--- src/rtl/mux16_rr_arbiter.sv ---
// Round-robin arbiter for a shared 16:1 bit-select mux.
// Grants are registered and stay with the owner while it keeps requesting,
// up to MAX_HOLD consecutive cycles. After that the grant rotates fairly.
//
// state | meaning
// IDLE  | no owner, grant=0, waiting for any request
// GRANT | sel owns the mux; hold_cnt counts cycles owned minus one
module mux16_rr_arbiter #(
  parameter int MAX_HOLD = 8,
  parameter int HOLD_W   = 8
) (
  input  logic        clk,
  input  logic        rst_n,
  input  logic [15:0] req,
  output logic [15:0] grant,
  output logic [3:0]  sel,
  output logic        gnt_valid,
  output logic [3:0]  ptr
);

  typedef enum logic {IDLE, GRANT} state_t;

  state_t            state;
  logic [HOLD_W-1:0] hold_cnt;

  // First set bit of r scanning upward from s, wrapping 15 -> 0.
  // Scanning the offsets from high to low lets the closest hit win.
  function automatic logic [3:0] rr_pick(input logic [15:0] r, input logic [3:0] s);
    logic [3:0] idx;
    logic [3:0] w;
    w = s;
    for (int k = 15; k >= 0; k--) begin
      idx = s + 4'(k);
      if (r[idx]) w = idx;
    end
    return w;
  endfunction

  logic [3:0] win_idle;
  logic [3:0] win_next;
  logic       keep_owner;

  // Candidate winners: from ptr when idle, from owner+1 when leaving GRANT
  // (the owner is then scanned last, which makes a solo owner re-win).
  always_comb begin
    win_idle   = rr_pick(req, ptr);
    win_next   = rr_pick(req, sel + 4'd1);
    keep_owner = req[sel] && (hold_cnt < HOLD_W'(MAX_HOLD - 1));
  end

  // Arbitration FSM; every output is registered here.
  always_ff @(posedge clk or negedge rst_n) begin
    if (!rst_n) begin
      state     <= IDLE;
      grant     <= '0;
      sel       <= '0;
      gnt_valid <= 1'b0;
      ptr       <= '0;
      hold_cnt  <= '0;
    end else begin
      case (state)
        IDLE: begin
          if (|req) begin
            state     <= GRANT;
            grant     <= 16'd1 << win_idle;
            sel       <= win_idle;
            gnt_valid <= 1'b1;
            hold_cnt  <= '0;
            ptr       <= win_idle + 4'd1;
          end
        end
        GRANT: begin
          if (keep_owner) begin
            hold_cnt <= hold_cnt + HOLD_W'(1);
          end else if (req == 16'd0) begin
            // sel and ptr intentionally keep their last values
            state     <= IDLE;
            grant     <= '0;
            gnt_valid <= 1'b0;
            hold_cnt  <= '0;
          end else begin
            // release with others waiting, or hold cap reached
            grant     <= 16'd1 << win_next;
            sel       <= win_next;
            gnt_valid <= 1'b1;
            hold_cnt  <= '0;
            ptr       <= win_next + 4'd1;
          end
        end
        default: begin
          state     <= IDLE;
          grant     <= '0;
          gnt_valid <= 1'b0;
          hold_cnt  <= '0;
        end
      endcase
    end
  end

endmodule

--- config.mk ---
export PLATFORM = sky130hd
export DESIGN_NAME = mux16_rr_arbiter
export DESIGN_NICKNAME = d
export VERILOG_FILES = /design/src/rtl/mux16_rr_arbiter.sv
export SDC_FILE = /design/constraint.sdc
export NUM_CORES = 1
export LEC_CHECK = 0
export ABC_AREA = 1
export CAP_MARGIN = 5
export CORE_MARGIN = 3
export CORE_UTILIZATION = 46
export DETAILED_ROUTE_END_ITERATION = 8
export HOLD_SLACK_MARGIN = 0.05
export PLACE_DENSITY = 0.66
export SYNTH_ARGS = -nofsm -noshare
export SYNTH_HDL_FRONTEND = slang
export SYNTH_SLANG_ARGS = --single-unit
--- constraint.sdc ---
create_clock -name clk -period 8 [get_ports clk]
set_input_delay 1.6 -clock clk [delete_from_list [all_inputs] [get_ports clk]]
set_output_delay 1.6 -clock clk [all_outputs]
set_load 0.005 [all_outputs]
* Word level (Yosys, flattened, before mapping)
Cells that the tools add are included.
Word-level totals: output and inout bits 25, register bits after elaboration 34, logic and storage cells 205, input bits 18
Cells by class: equality and inequality tests 3, bitwise operators 1, order comparisons 34, muxes and demuxes 120, reduce and logical (&&, ||, !) cells 5, shift operators 2, $add $sub $neg 34
Operator list (count):
- $lt 4x5->1 const B | 33
- $mux 4 | 38
- $bmux 1 s4 | 33
- $add 4x4->4 const B | 16
- $mux 16 | 3
- $mux 1 | 38
- $add 4x3->4 const B | 8
- $pmux 16 s2 | 1
- $shl 1x4->16 const A | 2
- $add 4x1->4 const B | 5
- $add 4x2->4 const B | 4
- $logic_not 16->1 | 1
- $mux 8 | 2
- $pmux 4 s2 | 2
- $pmux 8 s2 | 1
- $reduce_or 16->1 | 1
- $add 8x1->8 const B | 1
- $lt 8x3->1 const B | 1
- $ne 2x2->1 const B | 3
- $pmux 1 s2 | 2
- $reduce_and 3->1 | 1
- $reduce_and 2->1 | 1
- $logic_and 1x1->1 | 1
- $not 1->1 | 1

* Depth between registers and ports, before layout
Gate-level depths: netlist of the first run.
depth after elaboration 24, gate-level depth with buffers 38, mapped depth without buffers 38

* Least setup slack after synthesis of the first run
OpenSTA, ideal clock, no wires.
path type input-to-reg, from in req[4], to reg ptr[2], setup time 121 ps, slack 4261 ps, required time 7879 ps, buffers on the path 0, cell stages on the path 30, arrival time 3618 ps, cell sequence inv_1 o21ai_1 nand2_1 nand3_1 nand3_2 nand2_1 nand2_1 nand2_1 nand2_1 nand2_1 nand2_1 nand2_1 nand2_1 nand2_1 nand2_1 nand2_1 nand2_1 nand2_1 nand2_1 nand2_2 nand3_2 nand2_4 nand2_2 nand2_2 inv_2 ha_1 nand2_1 o21ai_0 nand2_1 o21ai_1
Between the ends: cells in the longest elaborated chain, start to end 22, elaborated cells between the ends (all ways) 111, classes of those cells add/sub: 2; eq/ne: 3; mux: 102; reduce/logical: 4
RTL lines:
- from (decl) | line 14 | input logic [15:0] req,
- $bmux 1 s4 | line 34 | if (r[idx]) w = idx;
- $mux 1 (not written as such) | line 34
- $mux 4 (16 in series) | line 34
- $add 4x1->4 | line 87 | ptr <= win_next + 4'd1;
- $mux 4 | line 75 | end else if (req == 16'd0) begin
- $mux 4 | line 73 | if (keep_owner) begin
- $pmux 4 s2 | line 61 | case (state)
- to (signal assigned) | line 69 | ptr <= win_idle + 4'd1;
- to (signal assigned) | line 87
- to (decl) | line 18 | output logic [3:0] ptr
Several ways; a longest one is shown, not always the timed one. The select of a mux whose other input is x is not followed. A chain may end at the register's enable or synchronous reset.

* Final worst setup path of the first run
Same ends and word-level chain as after synthesis.

==> flow_summary_export.csv, run 1 <==
group,metric,value,unit
placed_design,place_congestion,1.024,
timing,final_max_slew_viol_count,0,
clock_network,cts_sinks,34,
routing,viasPerCell,5.331,
timing,layout_setup_ws,3.499,ns
routing,drc,0,
timing,clock_skew,0.008547,ns
clock_network,cts_tree,"built",
finish,layout.cells.most_common,"nand2_1",
finish,syn2layout_area_growth,10.54,%
placed_design,preCtsSetupSlack,3.279,ns
yosys,avgSynthCellArea,5.609,um^2
timing,fin_crit_sh,56.27,%
routing,drt-met1-wl,7478,um
yosys,syn_nets,974,
floorplanning,die_h,113.1,um
yosys,synth_async_sr_flop_share,100.0,%
setup_path,cp.arrival,4.66,ns
routing,wirelength,16000,um
placed_design,place_hpwl,12420,um
floorplanning,ioPinCount,43,
clock_network,cts_buffers,5,
finish,diodes,0,
finish,fin_nets,1000,
global_routing,grt_max_degree,35,
setup_path,cp-start-kind,"input port",
run,cap_violations,0,
timing,fin_crit,4.501,ns
finish,final_cell_mix,"nand2_1 (398), nand3_1 (149), inv_1 (86)",
yosys,ys_ff_latch,34,
setup_path,critPathBufInv,3,
yosys,synth_edf_count,0,
setup_path,critical_path.max_stage_delay,0.57,ns
global_routing,grt_pass1_wl,26780,um
routing,routedWlPerCell,14.45,um
clock_network,clk_pin_slew,0.05,ns
setup_path,slowest_stage,"clkdlybuf4s50_1",
setup_path,path_common_cell,"nand2_1",
yosys,postSynthCellCount,940,
global_routing,gr-usage-all-layers,25.58,%
routing,vias,5901,
clock_network,hold_buffers,0,
setup_path,worstSetupPathType,"input port to register",
status,status,"finished clean",
timing,fin_setup_tns,0,ns
timing,rsz0062_at_grt,"false",
timing,hold_violations,0,
finish,final_cells,1107,
setup_path,cp.required,8.16,ns
global_routing,grt_pass1_vias,5425,
worst_hold_path,holdCritPathClass,"register to register",
timing,tightest_slew,0.8130,ns
clock_network,htreeDepth,2,
yosys,synth_area,5273,um^2
finish,layout-drive-gt1-share,9.617,%
timing,max_clock_freq,222.2,MHz
clock_network,cts_resized,0,
floorplanning,initial_utilization,47.80,%
clock_network,postCtsSetupBuffers,0,
timing,finalSetupViolations,0,
floorplanning,rows,38,
routing,topRoutingLayerUsed,"met4",
floorplanning,die_x,113.1,um
routing,dr_wl_met3,718,um
routing,first_pass_iters,6,
timing,relSlewSlack,45.11,%
yosys,synth.yosys.seq_area_share,16.14,%
placed_design,dp.cells,1099,
routing,met2_wirelength,7266,um
floorplanning,dieArea,12780,um^2
yosys,yosysWarningCount,0,
floorplanning,fp.coreArea,11030,um^2
global_routing,antenna_found_initial,0,
setup_path,worstPathMaxFanout,5,
placed_design,port_buffers,42,
clock_network,clock-root-buffer,"clkbuf_16",
clock_network,max-clock-path-buffers,2,
yosys,ys.flop_type,"dfrtp_1",
yosys,ys_types,48,
clock_network,worstSkewPairLatency,0.28,ns
global_routing,grt-ovfl-total,0,
setup_path,end_kind,"register",
routing,final_antenna_net_count,0,
routing,drt_iter0_drc,494,
setup_path,cp_top_family,"simple AND/OR/NAND/NOR gates",
finish,fillCellCount,1227,
stage by stage:
step           hold WS (ns)  cell area (um^2)  util [%]
6_report             0.4847              5828     52.84
5_1_grt              0.5078              5828     52.84
4_1_cts              0.4853              5828     52.84
3_5_place_dp         0.4717              5680     51.50
3_3_place_gp         0.4712              5680     51.50
2_1_floorplan        0.4654              5273         -
synthesized netlist by cell type (all sizes together), types with 2 or more instances:
cell type  count  area share, %
o21bai         2           0.28
nand3        157             16
o21ai         25            2.4
nand4          2           0.24
xnor2          4            1.2
inv          107            7.8
buf           24            3.7
dfrtp         34             16
nand2        429             32
a21oi         58            5.9
clkbuf         2           0.14
a31oi          9            1.4
xor2          11            2.8
or2            2           0.24
o211ai         3           0.43
nor4           4           0.47
nor2          41            3.5
o21a           3           0.45
ha            16            3.8
path summary, 6_finish.rpt:
kind | slack [ns] | startpoint | cells past startpoint | end
worst max-delay path | 3.50 | req[4] | 31 | ptr[2]
worst min-delay path | 0.48 | gnt_valid | 2 | gnt_valid
worst max register to register | 3.56 | ptr[1] | 30 | ptr[2]
worst min register to register | 0.48 | gnt_valid | 2 | gnt_valid
max in group asynchronous | 6.11 | rst_n | 1 | hold_cnt[2]
min in group asynchronous | 1.39 | rst_n | 1 | grant[13]
sequential cells by signal, indices dropped and copies added (netlist names):
name,count
grant,16
sel,4
state,1
hold_cnt,8
gnt_valid,1
ptr,4
metal layers:
metal,track usage (%),vias to the layer above
li1,-,3062
met1,35.82,2638
met2,41.19,168
met3,2.460,33
met4,8.974,0
met5,0,-
cell type report:
type	instances	area [um^2]	area share (%)
inverters	108	415.4	7.128
clock inverters	1	5.005	0.08587
repair buffers	45	437.9	7.514
flip-flops and latches	34	850.8	14.60
multi-input cells	772	3801	65.22
well taps	140	175.2	3.006
clock buffers	7	142.6	2.447
logic make-up (layout without fill, tap and decap cells):
group / count (synthesis) / count (layout) / synth area share [%]
compound gates: 104 / 104 / 11.41
simple gates: 637 / 637 / 52.97
fa+ha+maj: 16 / 16 / 3.797
flops: 34 / 34 / 16.14
xor+xnor: 15 / 15 / 3.916
buf+inv: 134 / 161 / 11.77
worst register-to-register path: cells and delay by family (launching register included):
kind / cells / cell delay (ns)
AOI/OAI and AO/OA: 4 / 0.49
adders and majority gates: 2 / 0.83
buffers and inverters: 3 / 0.61
and+or+nand+nor: 21 / 1.64
DFF: 1 / 0.77
Power of run 1 is not shown: default switching activity piles up to over one toggle a cycle in this logic, so the estimate is an artifact.
==> inputs of run 2 (changes only) <==
PLACE_DENSITY = 0.68   (was 0.66)
clock period = 3.82 ns   (was 8 ns; I/O delays follow)
==> flow_summary_export.csv, run 2 (synthesis gave the netlist of run 1 again) <==
group,metric,value,unit
clock_network,cts_buffers,5,
clock_network,clock-root-buffer,"clkbuf_16",
clock_network,worstSkewPairLatency,0.28,ns
global_routing,grt-ovfl-total,0,
floorplanning,die_h,113.1,um
global_routing,antenna_found_initial,0,
finish,fin_nets,1031,
timing,clock_skew,0.006336,ns
setup_path,end_kind,"register",
timing,final_max_slew_viol_count,0,
setup_path,cp.required,3.99,ns
floorplanning,ioPinCount,43,
routing,routedWlPerCell,14.16,um
finish,top_regs,"grant (16), hold_cnt (8)",
setup_path,cp-start-kind,"input port",
finish,syn2layout_area_growth,17.06,%
clock_network,htreeDepth,2,
routing,drt_iter0_drc,559,
floorplanning,rows,38,
routing,first_pass_iters,5,
status,status,"finished clean",
placed_design,place_congestion,0.9444,
floorplanning,fp.coreArea,11030,um^2
setup_path,worstSetupPathType,"input port to register",
global_routing,grt_max_degree,35,
timing,fin_crit_sh,90.88,%
clock_network,cts_tree,"built",
finish,layout.cells.most_common,"nand2_1",
finish,largest_register_ffs,16,
finish,diodes,0,
timing,hold_violations,0,
routing,final_antenna_net_count,0,
floorplanning,dieArea,12780,um^2
global_routing,gr-usage-all-layers,25.45,%
finish,layout-drive-gt1-share,13.73,%
run,cap_violations,0,
timing,tightest_slew,0.7400,ns
floorplanning,die_x,113.1,um
timing,finalSetupViolations,0,
setup_path,worstPathMaxFanout,5,
timing,relSlewSlack,50.67,%
timing,max_clock_freq,288.1,MHz
timing,fin_crit,3.471,ns
clock_network,max-clock-path-buffers,2,
global_routing,grt_pass1_vias,5536,
clock_network,hold_buffers,0,
clock_network,cts_sinks,34,
placed_design,place_hpwl,12730,um
clock_network,clk_pin_slew,0.05,ns
finish,fillCellCount,1163,
worst_hold_path,holdCritPathClass,"register to register",
routing,drc,0,
routing,wirelength,16110,um
finish,postLayoutCoreUtil,55.96,%
routing,vias,6025,
global_routing,grt_pass1_wl,26880,um
setup_path,cp.arrival,3.64,ns
finish,final_cell_mix,"nand2_1 (395), nand3_1 (148), inv_1 (83)",
placed_design,port_buffers,42,
routing,viasPerCell,5.294,
finish,top_register,"grant",
setup_path,reg2reg_slack,0.35,ns
floorplanning,initial_utilization,47.80,%
## run 2: area by class of cell
class                      count  area [um^2]  area share (%)
multi-input combinational    772         3870           62.70
sequential                    34        852.1           13.80
timing repair buffer          76        701.9           11.37
inverter                     108        425.4           6.892
tap                          140        175.2           2.838
clock buffer                   7        142.6           2.311
clock inverter                 1        5.005         0.08109
## run 2: worst paths after layout
| path | cells after the start | start | endpoint |
|---|---|---|---|
| max | 28 | req[13] | ptr[2] |
| min | 2 | grant[2] | grant[2] |
| max reg2reg | 28 | sel[1] | ptr[2] |
| min reg2reg | 2 | grant[2] | grant[2] |
| max in group asynchronous | 1 | rst_n | ptr[0] |
| min in group asynchronous | 1 | rst_n | grant[10] |
## run 2: metrics by stage
step / setup slack, ns / TNS, ns / cells / area, um^2 / hold slack, ns
floorplan: 0.4085 / 0 / 940 / 5273 / 0.4654
global placement: 0.05919 / 0 / 1129 / 5906 / 0.4672
detailed placement: 0.04884 / 0 / 1129 / 5906 / 0.4720
CTS: 0.2417 / 0 / 1137 / 6053 / 0.4871
global route: -0.02887 / -0.03370 / 1138 / 6172 / 0.5106
finish: 0.3485 / 0 / 1138 / 6172 / 0.4836
## run 2: worst max-delay path, stage by stage
cell and delay, ns:
clkdlybuf4s50_1 0.62, nand2_1 0.11, nand3_1 0.09, nand2_1 0.08, o21ai_1 0.15, nand2_1 0.11
nand2_1 0.15, o21bai_1 0.14, nand2_1 0.07, nand2_1 0.06, nand2_1 0.04, nand2_1 0.05
nand2_1 0.04, nand2_1 0.05, nand2_1 0.04, nand2_1 0.05, nand2_1 0.04, nand2_1 0.05
nand2_1 0.06, nand3_1 0.10, nand3_1 0.13, nand2_2 0.12, inv_2 0.04, ha_1 0.19
nand2_1 0.06, o21ai_0 0.08, nand2_1 0.07, o21ai_1 0.06
## run 2: timing repair
item	4_1_cts	5_1_grt
resized for setup	0	33
setup endpoints to repair	0	20
hold endpoints to repair	0	0
buffers inserted	0	1
## run 2: routing by layer
metal / routed length [um] / GRT usage (%)
met1: 7462 / 35.03
met2: 7554 / 42.34
met3: 731 / 2.460
met4: 364 / 7.612
met5: 0 / 0
Power of run 2 is left out for the same reason.
==> inputs of run 3 (changes only) <==
CAP_MARGIN = unset   (was 5)
==> results of run 3 <==
The final DEF is identical to that of run 2; final timing and power are the same.
Power of run 3 is left out for the same reason.
